===== config.mk =====
export PLATFORM = sky130hd
export DESIGN_NAME = demux1to4_frame
export DESIGN_NICKNAME = d
export VERILOG_FILES = /design/src/rtl/demux1to4_frame.sv
export SDC_FILE = /design/constraint.sdc
export NUM_CORES = 1
export LEC_CHECK = 0
export BUFFER_PORTS_ARGS = -buffer_cell sky130_fd_sc_hd__buf_4
export CAP_MARGIN = 20
export CORE_MARGIN = 3
export CORE_UTILIZATION = 30
export DETAILED_ROUTE_END_ITERATION = 7
export PLACE_DENSITY_LB_ADDON = 0.08
export SYNTH_ARGS = -nofsm -noshare
export SYNTH_HDL_FRONTEND = slang
export SYNTH_SLANG_ARGS = --single-unit
export TNS_END_PERCENT = 20

===== constraint.sdc =====
create_clock -name clk -period 1.35 [get_ports clk]
set_clock_uncertainty 0.15 [all_clocks]
set_input_delay 0.27 -clock clk [delete_from_list [all_inputs] [get_ports clk]]
set_output_delay 0.27 -clock clk [all_outputs]
set_load 0.01 [all_outputs]

===== src/rtl/demux1to4_frame.sv =====
// Frame-collecting 1-to-4 demultiplexer: gathers four words into registered lanes A..D and
// holds them until the consumer takes the frame. Define DEMUX_MANUAL_SEL_EN for S-driven lane selection.
module demux1to4_frame #(
   parameter int N = 4
) (
   input  logic         clk,
   input  logic         rst_n,
   input  logic [N-1:0] D_in,
   input  logic         in_valid,
   output logic         in_ready,
   input  logic         flush,
`ifdef DEMUX_MANUAL_SEL_EN
   input  logic [1:0]   S,
`endif
   output logic [N-1:0] A,
   output logic [N-1:0] B,
   output logic [N-1:0] C,
   output logic [N-1:0] D,
   output logic         frame_valid,
   input  logic         out_ready
);

   typedef enum logic {
      COLLECT = 1'b0,
      HOLD    = 1'b1
   } state_t;

   state_t       state_q;
   logic [N-1:0] lane_q [4];
   logic         frame_valid_q;
   logic [1:0]   sel;
   logic         accept;
   logic         frame_done;

`ifdef DEMUX_MANUAL_SEL_EN
   // Frame completes once every lane has been written at least once, in any order.
   logic [3:0] mask_q, mask_d;
   assign sel        = S;
   assign mask_d     = mask_q | (4'b0001 << S);
   assign frame_done = (mask_d == 4'b1111);
`else
   logic [1:0] cnt_q, cnt_d;
   assign sel        = cnt_q;
   assign cnt_d      = cnt_q + 2'd1;
   assign frame_done = (cnt_q == 2'd3);
`endif

   assign in_ready = (state_q == COLLECT);
   assign accept   = in_valid & in_ready;

   // NOTE: sequential state uses non-blocking assignments only, so every register
   // sees the pre-edge values of the others regardless of statement order.
   always_ff @(posedge clk or negedge rst_n) begin
      if (!rst_n) begin
         state_q       <= COLLECT;
         frame_valid_q <= 1'b0;
         // NOTE: the lane array is reset too, because the lanes are visible outputs
         // that must read zero while rst_n is low.
         for (int i = 0; i < 4; i++) lane_q[i] <= '0;
`ifdef DEMUX_MANUAL_SEL_EN
         mask_q <= 4'b0000;
`else
         cnt_q  <= 2'd0;
`endif
      end else if (flush) begin
         state_q       <= COLLECT;
         frame_valid_q <= 1'b0;
`ifdef DEMUX_MANUAL_SEL_EN
         mask_q <= 4'b0000;
`else
         cnt_q  <= 2'd0;
`endif
      end else begin
         unique case (state_q)
            COLLECT: begin
               if (accept) begin
                  lane_q[sel] <= D_in;
`ifdef DEMUX_MANUAL_SEL_EN
                  mask_q <= mask_d;
`else
                  cnt_q  <= cnt_d;
`endif
                  if (frame_done) begin
                     state_q       <= HOLD;
                     frame_valid_q <= 1'b1;
                  end
               end
            end
            HOLD: begin
               if (out_ready) begin
                  state_q       <= COLLECT;
                  frame_valid_q <= 1'b0;
`ifdef DEMUX_MANUAL_SEL_EN
                  mask_q <= 4'b0000;
`endif
               end
            end
            default: begin
               state_q       <= COLLECT;
               frame_valid_q <= 1'b0;
            end
         endcase
      end
   end

   assign A           = lane_q[0];
   assign B           = lane_q[1];
   assign C           = lane_q[2];
   assign D           = lane_q[3];
   assign frame_valid = frame_valid_q;

endmodule


======== Yosys cells after proc, flatten, opt, wreduce, memory -nomap -nowiden ========
Cells that the tools add are included.
cells by class
  mux-type cells .......................... 16
  reduce and logical (&&, ||, !) cells .... 5
  add/sub/neg operators ................... 1
  magnitude comparators ................... 2
  equal/unequal tests ..................... 5
  bitwise logic cells ..................... 4
operators by type and width
  cell                                                      count
  bitwise mux 16 bit                                        1
  demux 4 bit (select 2 bit)                                1
  2-to-1 mux 1 bit                                          8
  2-to-1 mux 2 bit                                          3
  != test 3 x 1 -> 1 bit, second input constant             2
  AND reduction 3 bit                                       2
  2-to-1 mux 4 bit                                          1
  case mux 1 bit (2 select lines)                           2
  greater-or-equal comparator 3 bit, second input constant  1
  < comparator 3 x 1 -> 1 bit, second input constant        1
  != test 3 bit, second input constant                      1
  inverter 2 -> 3 bit                                       1
  adder 2 x 1 -> 2 bit, second input constant               1
  == test 2 bit, second input constant                      1
  != test 2 bit, second input constant                      1
  inverter 1 bit                                            2
  AND reduction 2 bit                                       1
  nonzero test 2 bit                                        1
  bitwise AND 1 bit                                         1
  logical AND 1 bit                                         1
storage, ports and cells
  output and inout bits ................... 18
  logic and storage cells ................. 40
  input port bits ......................... 9
  flip-flop bits (word level) ............. 20

======== Depth between registers and ports, before layout ========
Gate-level depths: netlist (run 1).
  depth in word-level cells ............... 6
  gate-level depth with buffers ........... 4

======== Worst setup path after synthesis (run 1) ========
OpenSTA, ideal clock, no wires.
  path type ............................... register to register
  from .................................... register state_q
  to ...................................... register lane_q (netlist bit A[0])
  data required time ...................... 1075 ps
  path buffers ............................ 0
  arrival ................................. 1141 ps
  cell stages (with the launch flop) ...... 4
  clock period less this slack ............ 1417 ps
  slack ................................... -67 ps
  path through ............................ dfrtp_1 nor3b_2 and2_4 mux2_4
on the way
  cells in the longest elaborated chain, start to end .. 3
ends and longest elaborated chain
  item                                    RTL line  text
  start: declaration                      28        state_t state_q;
  start signal: assignment                55        state_q <= COLLECT;
  start signal: assignment                66        state_q <= COLLECT;
  start signal: assignment                84        state_q <= HOLD;
  inverter 1 bit (no source line) *       -
  bitwise AND 1 bit                       49        assign accept = in_valid & in_ready;
  AND reduction 3 bit (no source line) *  -
  end signal: indexed assignment          77        lane_q[sel] <= D_in;
  end: declaration                        29        logic [N-1:0] lane_q [4];
Every way passes the cells marked *; elsewhere a longest branch is shown, timed or not.
A chain may end at the register's enable or synchronous reset.

======== Worst setup path in the final report (run 1) ========
  from .................................... register state_q
  to ...................................... register lane_q (netlist bit D[3])
The elaborated chain is that of the path after synthesis.

==> results of run 1 <==
-- worst register-to-register path, stage by stage (launching register included) --
cell and delay, ns:
dfrtp_1 0.42, nor3b_4 0.24, and2_4 0.24, mux2_4 0.31
-- repair_timing --
item,4_1_cts,5_1_grt
endpoints found under the setup margin,17,18
hold buffers,1,0
setup buffers,0,0
resized for setup,1,0
hold endpoints to repair,20,0
pin swaps,3,2
-- cell usage after synthesis --
cell type	count	area share
nor2_1	2	0.0083
and2_4	4	0.039
inv_1	3	0.012
dfrtp_1	20	0.55
mux2i_1	1	0.011
ha_1	4	0.055
nor3b_2	1	0.014
a21oi_1	2	0.011
nand2b_1	1	0.0069
nand2_1	3	0.012
nor2b_1	1	0.0069
mux2_4	16	0.26
xnor2_1	1	0.0096
-- layout make-up --
type,instances,area (µm²),area share
clock inverter,1,30.0,0.0240
sequential,20,500,0.400
tap,31,38.8,0.0310
timing repair buffer,32,243,0.194
inverter,3,11.3,0.00901
clock buffer,3,22.5,0.0180
multi-input combinational,36,404,0.323
-- through the flow --
stage	power, W	cell area (µm²)	utilization	worst slack (ns)	std cells
2_1_floorplan	0.00117	910	-	-0.0666	59
3_3_place_gp	0.00148	1180	0.418	-0.154	121
3_5_place_dp	0.00149	1180	0.418	-0.174	121
4_1_cts	0.00200	1250	0.442	-0.124	126
5_1_grt	0.00207	1250	0.442	-0.173	126
6_report	0.00196	1250	0.442	-0.121	126
-- layer usage --
layer	up-vias	wire (µm)
li1	268	-
met1	259	874
met2	14	783
met3	2	80
met4	0	17
met5	-	0
-- worst max path at each step --
stage | startpoint | end | cells after the start
2_1_floorplan | state_q | A[0] | 3
3_5_place_dp | flush | C[1] | 4
6_report | state_q | D[3] | 3
4_1_cts | state_q | C[3] | 3
3_3_place_gp | flush | D[3] | 4
5_1_grt | state_q | C[3] | 3
-- power breakdown --
| group | internal, W | switching, W | total (W) | leakage, nW |
|---|---|---|---|---|
| clock | 0.000300 | 0.000199 | 0.000499 | 0.0279 |
| sequential | 0.000751 | 0.0000905 | 0.000841 | 0.254 |
| combinational | 0.000412 | 0.000213 | 0.000625 | 0.343 |
-- sequential cells by signal, summed over array words and instances (netlist names) --
signal / flops
B: 4
D: 4
cnt_q: 2
C: 4
frame_valid: 1
A: 4
state_q: 1
-- logic make-up (layout without fill, tap and decap cells) --
kind of cell | count (synthesis) | after routing | synth area share
fa+ha+maj | 4 | 4 | 0.0550
simple gates | 12 | 12 | 0.0867
flops | 20 | 20 | 0.550
buf+inv | 3 | 39 | 0.0124
xor+xnor | 1 | 1 | 0.00963
compound gates | 2 | 2 | 0.0110
mux | 17 | 17 | 0.275
==> results.yml, run 1 <==
detailed_routing:
  ant_nets: 0
  firstDrtPassIters: 3
  drtIter0Drc: 5
  vias: 543
  wl_um: 1760
  wl_per_cell_um: 13.9
  via_per_inst: 4.31
  drc: 0
worst_setup_path:
  path_cells: "nor3b_4, and2_4, mux2_4"
  crit_fanout: 4
  worst-path-buf-inv: 0
  reg2reg_from: "state_q"
  start_kind: "flip-flop"
  slowest_stage: "dfrtp_1"
  crit_required_ns: 1.40
  critPathMaxStageDelay_ns: 0.42
  path_delay_family: "simple AND/OR/NAND/NOR gates"
  r2r_cells: 3
  end_kind: "flip-flop"
  critPathKind: "flip-flop to flip-flop"
  r2r_slack_ns: -0.12
  cp.arrival_ns: 1.52
  r2r_end: "D[3]"
clock_network:
  clk_pin_slew_ns: 0.12
  root_buffer: "clkbuf_4"
  htreeDepth: 1
  clock_sinks: 20
  cts_tree: "built"
  clock_tree.buffer_depth: 2
  numCtsBuffers: 3
  clk-insertion-delay-late_ns: 0.30
synth:
  syn_nets: 72
  ys_ff_latch: 20
  yosys_warnings: 0
  ys_types: 13
  syn_area_um2: 910
  seq_area_frac_synth: 0.550
  synthCells: 59
  synth_area_per_cell_um2: 15.4
global_route:
  grt_max_degree: 21
  grt_use_met2: 0.151
  met1_usage: 0.133
  grt.total_usage: 0.101
  antenna_found_initial: 0
  grt-ovfl-total: 0
  groute.layer.met3.usage: 0.0377
  gr-max-usage-layer: "met2"
  grt_pass1_wl_um: 2620
  grt_pass1_vias: 524
final_layout:
  final_common_cell: "buf_4"
  layout.nets: 109
  mostFrequentLayoutCells: "buf_4 (31), dfrtp_1 (20), mux2_4 (16), and2_4 (4), ha_1 (4)"
  area_growth_pct: 37.4
  final_layout_size_suffix_gt1_frac: 0.589
  nFillCells: 259
  diodes: 0
status:
  violations: "setup timing"
  status: "finished with violations"
floorplanning:
  dieArea_um2: 3730
  ios: 27
  fp.dieH_um: 61.1
  coreArea_um2: 2830
  rows: 19
  die_x_um: 61.1
  initial_utilization: 0.322
placed_design:
  gp_congestion: 0.661
  hpwl_um: 1310
  numPortBuffers: 26
timing:
  fmax_ghz: 0.680
  hold-worst-slack_ns: 0.0596
  slew_headroom: 0.828
  setup_slack_ns: -0.121
  finalSetupViolations: 17
  setup-tns-final_ns: -1.74
  finalCritPeriodShare: 1.09
  tightestPinTransition_ns: 0.258
  rsz0062_at_grt: "yes"
  period_needed_ns: 1.47
  hold_violations: 0
  finalMaxSlewViolations: 0
pwr:
  leakagePower_nw: 0.625
  ir_drop_v: 0.000755
  power.density_nw_per_um2: 1570
hold_path:
  hp-start: "D_in[0]"
  whs_path_depth: 2
  hold_class: "input pin to flip-flop"
  hold_path_end: "D[0]"
job:
  max_cap_violations: 0
(Power assumes the default switching activity.)
==> run 2: changes to the inputs <==
RECOVER_POWER = 25   (was unset)
==> results.yml, run 2 (same netlist as run 1, synthesis figures left out) <==
floorplanning:
  ios: 27
  dieArea_um2: 3730
  initial_utilization: 0.322
  fp.dieH_um: 61.1
  rows: 19
  die_x_um: 61.1
  coreArea_um2: 2830
final_layout:
  final_layout_size_suffix_gt1_frac: 0.589
  post-route-cell-area_um2: 1250
  area_growth_pct: 37.1
  final_common_cell: "buf_4"
  layout.nets: 109
  diodes: 0
  mostFrequentLayoutCells: "buf_4 (30), dfrtp_1 (20), mux2_4 (16), and2_4 (4), ha_1 (4)"
  utilization: 0.441
detailed_routing:
  ant_nets: 0
  vias: 545
  via_per_inst: 4.33
  wl_um: 1750
  wl_met1_um: 868
  top_layer_used: "met4"
  firstDrtPassIters: 3
  wl_met3_um: 80
  drc: 0
  wl_per_cell_um: 13.9
  drtIter0Drc: 5
  wl_met2_um: 784
clock_network:
  clk-insertion-delay-late_ns: 0.30
  clock_tree.buffer_depth: 2
  root_buffer: "clkbuf_4"
  cts_tree: "built"
  htreeDepth: 1
  numCtsBuffers: 3
  clk_pin_slew_ns: 0.12
  clock_sinks: 20
  post_cts_buffers: 0
timing:
  period_needed_ns: 1.47
  finalSetupViolations: 17
  tightestPinTransition_ns: 0.496
  setup-tns-final_ns: -1.74
  hold_violations: 0
  slew_headroom: 0.670
  finalCritPeriodShare: 1.09
  setup_slack_ns: -0.121
  rsz0062_at_grt: "yes"
  fmax_ghz: 0.680
  hold-worst-slack_ns: 0.0596
  finalMaxSlewViolations: 0
global_route:
  grt_pass1_vias: 524
  grt.total_usage: 0.101
  grt-ovfl-total: 0
  antenna_found_initial: 0
  grt_max_degree: 21
  grt_pass1_wl_um: 2620
pwr:
  ir_drop_v: 0.000755
  leakagePower_nw: 0.625
  power.density_nw_per_um2: 1570
job:
  max_cap_violations: 0
placed_design:
  gp_congestion: 0.661
  hpwl_um: 1310
  dpl_cell_area_um2: 1180
  numPortBuffers: 26
worst_setup_path:
  crit_fanout: 4
  crit_required_ns: 1.40
  start_kind: "flip-flop"
  critPathKind: "flip-flop to flip-flop"
  cp.arrival_ns: 1.52
  end_kind: "flip-flop"
status:
  violations: "setup timing"
  status: "finished with violations"
hold_path:
  hold_class: "input pin to flip-flop"
==> run 2: cell types whose count changed in the layout (fill, tap and decap cells not counted), sizes merged <==
cell	previous run	this run
buf	31	30
clkbuf	3	4
==> run 2: per-layer routing <==
metal | track usage | up-vias
met5 | 0 | -
met4 | 0.0372 | 0
met3 | 0.0377 | 2
met2 | 0.151 | 14
met1 | 0.133 | 261
li1 | - | 268
==> run 2: through the flow <==
step | worst slack [ns] | total power, W | std cells
2_1_floorplan | -0.0666 | 0.00117 | 59
3_3_place_gp | -0.154 | 0.00148 | 121
3_5_place_dp | -0.174 | 0.00149 | 121
4_1_cts | -0.124 | 0.00200 | 126
5_1_grt | -0.173 | 0.00207 | 126
6_report | -0.121 | 0.00196 | 126
==> run 2: final timing paths <==
kind	startpoint	end	slack, ns	cells past startpoint
hold / removal	D_in[0]	D[0]	0.06	2
setup reg to reg	state_q	D[3]	-0.12	3
max in group asynchronous	rst_n	B[3]	0.42	2
min in group asynchronous	rst_n	C[0]	0.29	2
hold reg to reg	D[1]	D[1]	0.38	1
setup / recovery	state_q	D[3]	-0.12	3
==> run 2: what timing repair did <==
item | 4_1_cts | 5_1_grt
setup endpoints to repair | 17 | 18
pin swaps | 3 | 2
gates resized for setup | 1 | 0
hold buffers | 1 | 0
hold endpoints to repair | 20 | 0
==> run 2: report_power, final <==
group / switching (W) / total (W) / internal, W
combinational: 0.000213 / 0.000624 / 0.000411
sequential: 0.0000905 / 0.000841 / 0.000750
clock: 0.000199 / 0.000499 / 0.000300
total: 0.000502 / 0.00196 / 0.00146
==> run 2: cell type report <==
class                           instances  area [µm²]
Multi-Input combinational cell         36         404
Tap cell                               31        38.8
Timing Repair Buffer                   32         240
Clock buffer                            3        22.5
Clock inverter                          1        30.0
Sequential cell                        20         500
Inverter                                3        11.3
Fill cell                             259        1580
==> run 2: worst max-delay path: stages, from the launching register on <==
cell,delay [ns]
dfrtp_1,0.42
nor3b_4,0.24
and2_4,0.24
mux2_4,0.31
